### src/rtl/snd_pkg.sv
// Shared audio-path types and constants for the mixer / I2S output stage.
package snd_pkg;

   localparam int         I2S_SLOTS  = 64;
   localparam int         I2S_WORD   = 16;
   localparam logic [8:0] GAIN_UNITY = 9'd256;

   typedef logic signed [15:0] snd_sample_t;

   typedef struct {
      snd_sample_t l;
      snd_sample_t r;
   } snd_stereo_t;

endpackage

### src/rtl/snd_gain_ramp.sv
// Master gain register with saturating mute/unmute ramp and the L/R scaling paths.
module snd_gain_ramp
   import snd_pkg::*;
#(
   parameter int RAMP_STEP = 4
) (
   input  logic        clk,
   input  logic        rst_n,
   input  logic        tick,
   input  logic        mute,
   input  logic [15:0] in_l,
   input  logic [15:0] in_r,
   output logic [15:0] out_l,
   output logic [15:0] out_r,
   output logic [8:0]  gain
);

   localparam logic [9:0] STEP = 10'(RAMP_STEP);

   logic [9:0]         gain_up;
   logic [8:0]         gain_nx;
   logic signed [25:0] prod_l, prod_r;

   assign gain_up = {1'b0, gain} + STEP;

   always_comb begin
      gain_nx = gain;
      if (mute)
         gain_nx = ({1'b0, gain} >= STEP) ? (gain - STEP[8:0]) : 9'd0;
      else
         gain_nx = (gain_up >= {1'b0, GAIN_UNITY}) ? GAIN_UNITY : gain_up[8:0];
   end

   always_ff @(posedge clk or negedge rst_n) begin
      if (!rst_n)    gain <= '0;
      else if (tick) gain <= gain_nx;
   end

   // Bits [23:8] of the two's-complement product are floor(x*g/256).
   assign prod_l = 26'($signed(in_l)) * 26'($signed({1'b0, gain}));
   assign prod_r = 26'($signed(in_r)) * 26'($signed({1'b0, gain}));
   assign out_l  = 16'(prod_l >>> 8);
   assign out_r  = 16'(prod_r >>> 8);

endmodule

### src/rtl/snd_i2s_tx.sv
// Final audio stage: BCLK divider, 64-slot I2S frame serialiser and frame tick for the mixer.
module snd_i2s_tx
   import snd_pkg::*;
#(
   parameter int BCLK_DIV  = 8,
   parameter int RAMP_STEP = 4
) (
   input  logic        clk,
   input  logic        rst_n,
   input  logic        en,
   input  logic        mute,
   input  logic [15:0] snd_l,
   input  logic [15:0] snd_r,
   output logic        next_sample,
   output logic        i2s_bclk,
   output logic        i2s_lrck,
   output logic        i2s_sdat,
   output logic [8:0]  gain,
   output logic        muted
);

   localparam int DW = (BCLK_DIV > 1) ? $clog2(BCLK_DIV) : 1;

   logic [DW-1:0] div_ctr;
   logic [5:0]    slot, slot_nx;
   logic          div_tc, fall, tick;
   logic [4:0]    pos;
   logic          in_word;
   logic [3:0]    bidx;
   logic          bit_nx;
   logic [15:0]   scl_l, scl_r;
   snd_stereo_t   hold, shreg;

   assign div_tc  = (div_ctr == DW'(BCLK_DIV - 1));
   assign fall    = en && div_tc && i2s_bclk;
   assign slot_nx = slot + 6'd1;
   assign tick    = fall && (slot_nx == 6'd0);

   // One-bit I2S delay: word bits sit on slot positions 1..16 of each half-frame.
   assign pos     = slot_nx[4:0];
   assign in_word = (pos != 5'd0) && (pos <= 5'(I2S_WORD));
   assign bidx    = 4'(5'd16 - pos);

   always_comb begin
      bit_nx = 1'b0;
      if (in_word) bit_nx = slot_nx[5] ? shreg.r[bidx] : shreg.l[bidx];
   end

   always_ff @(posedge clk or negedge rst_n) begin
      if (!rst_n) begin
         div_ctr     <= '0;
         slot        <= '0;
         i2s_bclk    <= 1'b0;
         i2s_lrck    <= 1'b0;
         i2s_sdat    <= 1'b0;
         next_sample <= 1'b0;
         hold.l      <= '0;
         hold.r      <= '0;
         shreg.l     <= '0;
         shreg.r     <= '0;
      end else if (!en) begin
         // Parked at the last slot so the first falling edge after enable starts a frame.
         div_ctr     <= '0;
         slot        <= 6'(I2S_SLOTS - 1);
         i2s_bclk    <= 1'b0;
         i2s_lrck    <= 1'b0;
         i2s_sdat    <= 1'b0;
         next_sample <= 1'b0;
      end else begin
         next_sample <= 1'b0;
         if (div_tc) begin
            div_ctr  <= '0;
            i2s_bclk <= ~i2s_bclk;
         end else begin
            div_ctr  <= div_ctr + DW'(1);
         end
         if (fall) begin
            slot        <= slot_nx;
            i2s_lrck    <= slot_nx[5];
            i2s_sdat    <= bit_nx;
            next_sample <= tick;
         end
         if (tick) begin
            hold.l <= scl_l;
            hold.r <= scl_r;
            shreg  <= hold;
         end
      end
   end

   snd_gain_ramp #(
      .RAMP_STEP (RAMP_STEP)
   ) u_gain (
      .clk   (clk),
      .rst_n (rst_n),
      .tick  (tick),
      .mute  (mute),
      .in_l  (snd_l),
      .in_r  (snd_r),
      .out_l (scl_l),
      .out_r (scl_r),
      .gain  (gain)
   );

   assign muted = (gain == 9'd0);

endmodule
### config.mk
export PLATFORM = sky130hd
export DESIGN_NAME = snd_i2s_tx
export DESIGN_NICKNAME = d
export VERILOG_FILES = /design/src/rtl/snd_pkg.sv /design/src/rtl/snd_gain_ramp.sv /design/src/rtl/snd_i2s_tx.sv
export SDC_FILE = /design/constraint.sdc
export NUM_CORES = 1
export LEC_CHECK = 0
export BUFFER_PORTS_ARGS = -buffer_cell sky130_fd_sc_hd__clkbuf_2
export CORE_MARGIN = 3
export CORE_UTILIZATION = 55
export CTS_CLUSTER_SIZE = 30
export DETAILED_ROUTE_END_ITERATION = 16
export PLACE_DENSITY = 0.72
export SLEW_MARGIN = 5
export SYNTH_ARGS = -nofsm -noshare
export SYNTH_HDL_FRONTEND = slang
export SYNTH_HIERARCHICAL = 1
export SYNTH_SLANG_ARGS = --single-unit
### constraint.sdc
create_clock -name clk -period 8.3 [get_ports clk]
set_input_delay 0.83 -clock clk [delete_from_list [all_inputs] [get_ports clk]]
set_output_delay 0.83 -clock clk [all_outputs]
set_load 0.005 [all_outputs]
==> qor.txt <==
worst skew pair latency - 0.35 ns
PortBufs - 47
sequential area share after synthesis - 17.1%
worst path bufs/invs - 2
outcome - complete, no violations
nets@finish - 1,538
first-pass GRT wire length - 41,000 um
crit-path cells - buf_4 -> nand2_1 -> fa_1 -> fa_1 -> inv_1 -> fa_1 -> fa_1 -> ha_1 -> ha_1 -> o21a_1 -> a2111o_1 -> a21oi_1 -> or3b_2 -> nand3_1 -> a21o_1 -> a31o_2 -> mux2_4
vias in the first global route - 8,532
Fmax - 171 MHz
YS warnings - 6
antenna viol nets, final - 0
startpoint kind of the worst setup timing path - flip-flop
initial antenna violation count - 0
H-tree levels - 3
Crit. End Element - flip-flop
post-route cell area - 0.0130 sq mm
flop2flop setup slack - 2.46 ns
gp weighted congestion - 0.824
largest net degree at the start of global routing - 85
register bit total from synthesis - 84
asr flop ratio synth - 100%
Cells after Synth - 1,141
Vias/cell - 5.47
CTS tree - built
Max Slew Vio Count - 0
Most common cell on crit path - fa_1
kind of critical path - flip-flop to flip-flop
grt ovf - 0
DRC errors left - 0
Final Skew - 0.00891 ns
Resized Gates After CTS - 0
leading area contributor after synthesis - fa_1
post-synth top area share - 26.1%
# rows - 54
Die H - 155 um
Cell Area, Synth - 0.0123 sq mm
commonest cells after routing, fill and taps aside - and2_1, ha_1, fa_1
Cell Pwr Density - 98.1 mW/mm^2
Yosys cell types - 67
CP arrival - 6.08 ns
core area - 0.0219 sq mm
IO Pins - 50
Avg Cell Area, Syn - 10.8 sq um
Iteration-0 DRC Markers - 357
Max stage delay cell, worst path - dfrtp_1
via count - 7,991
P&R area growth vs syn - 6.07%
min cycle time layout - 5.84 ns
RSZ-0062 raised after global routing - false
max-cap violations - 0
max incr delay on CP - 0.73 ns
top cells by area, synth - fa_1, dfrtp_1, ha_1
final setup fails - 0
Worst Path Required - 8.53 ns
clk slew on worst S/H paths - 0.06 ns
layout cells sized above 1 - 13.8%
Setup Buffers After CTS - 0
worst slew pin tran - 1.04 ns
Max-slew headroom - 30.3%
routed len/inst - 15.8 um
Post-synth EDFFs - 0
Max VDD drop - 0.0944 mV
clk root buf - clkbuf_16
crit-path max FO - 25
Die Wd - 155 um
final setup TNS - 0 ns
commonest non-fill, non-tap cell in the layout - and2_1
Post-DP Area - 0.0127 sq mm
total CTS buffers - 9
static leakage - 6.86 nW
family with the most delay on the worst path - adder cells
Initial Util - 56.1%
CTS max path bufs - 2
GRT Total Usage - 20.7%
post-DP HPWL - 17,900 um
die area - 0.0242 sq mm
final worst path period share - 70.4%
hold_buf cts - 0
Hold Fails Final Rpt - 0
HP Class - flip-flop to flip-flop
Primary FF master, synth - dfrtp_1
clk sink count - 84
WL final - 23,100 um
Pre-antenna DRT Iters - 4
Hold Slack - 0.442 ns
## state kept, by name (all words and copies together), names as in the netlist
signal / count
hold: 32
shreg: 32
u_gain/gain: 7
slot: 6
div_ctr: 3
i2s_bclk: 1
i2s_lrck: 1
i2s_sdat: 1
next_sample: 1
## final cells by class
class / instances / area (sq um)
antenna: 1 / 2.50
fill: 1885 / 8860
clock buffer: 12 / 267
timing repair buffer: 56 / 305
inverter: 125 / 469
tap: 280 / 350
clock inverter: 4 / 55.1
multi-input combinational: 900 / 9480
sequential: 84 / 2100
## synth_stat cells (3+ instances only)
master,n
and2_1,174
ha_1,166
fa_1,160
inv_1,124
dfrtp_1,84
nand2_1,82
mux2_4,49
xnor2_1,32
clkbuf_1,29
a21oi_1,28
o21ai_0,18
nor2_1,17
mux2_2,16
xor2_1,15
nand3_1,13
a21o_1,11
nand2b_1,10
mux4_2,8
mux2i_1,6
o21a_1,6
and3_1,5
buf_12,5
buf_2,5
o22ai_1,5
a31oi_1,4
nand4_1,4
nor2b_1,4
nor3_1,4
a41oi_1,3
o211ai_1,3
o21bai_1,3
or3_1,3
or3_4,3
## power breakdown
| part | switching, mW | internal, mW |
|---|---|---|
| logic | 0.242 | 0.197 |
| clock network | 0.169 | 0.259 |
| registers | 0.000630 | 0.411 |
## final timing paths
check / depth (start not counted) / from / end
worst max-delay path: 17 / u_gain/gain[4]$_DFFE_PN0P_ / hold[15]$_DFFE_PN0P_
worst min-delay path: 1 / div_ctr[0]$_DFF_PN0_ / div_ctr[0]$_DFF_PN0_
worst max register to register: 17 / u_gain/gain[4]$_DFFE_PN0P_ / hold[15]$_DFFE_PN0P_
worst min register to register: 1 / div_ctr[0]$_DFF_PN0_ / div_ctr[0]$_DFF_PN0_
max in group asynchronous: 1 / rst_n / shreg[31]$_DFFE_PN0P_
min in group asynchronous: 1 / rst_n / hold[0]$_DFFE_PN0P_
## per-stage QoR
step	total power, mW	util, %	cells	setup WS (ns)
floorplan	0.753	-	1152	3.00
global placement	0.846	58.0	1445	2.58
detailed placement	0.856	58.0	1445	2.48
CTS	1.29	59.5	1461	2.49
global route	1.38	59.5	1461	2.12
finish	1.28	59.5	1462	2.46
## cell families (layout without fill, tap and decap cells)
logic type / count (synthesis) / in the layout / synth area share (%)
and+or+nand+nor: 331 / 331 / 15.0
adders and majority gates: 326 / 326 / 43.0
buffers and inverters: 168 / 197 / 6.06
AOI/OAI and AO/OA: 104 / 104 / 5.96
DFF: 84 / 84 / 17.1
muxes: 79 / 79 / 9.41
xor gates and xnor gates: 48 / 48 / 3.48
other: 1 / 13 / 0.0305
## per-layer routing
metal	share of wire, %	vias up	wire length (um)	GRT usage (%)
li1	-	3802	-	-
met1	48	4053	11200	30.3
met2	48	124	11000	33.1
met3	3.1	12	723	3.12
met4	0.75	0	174	4.09
met5	0	-	0	0
Power figures use the tool's default switching activity.
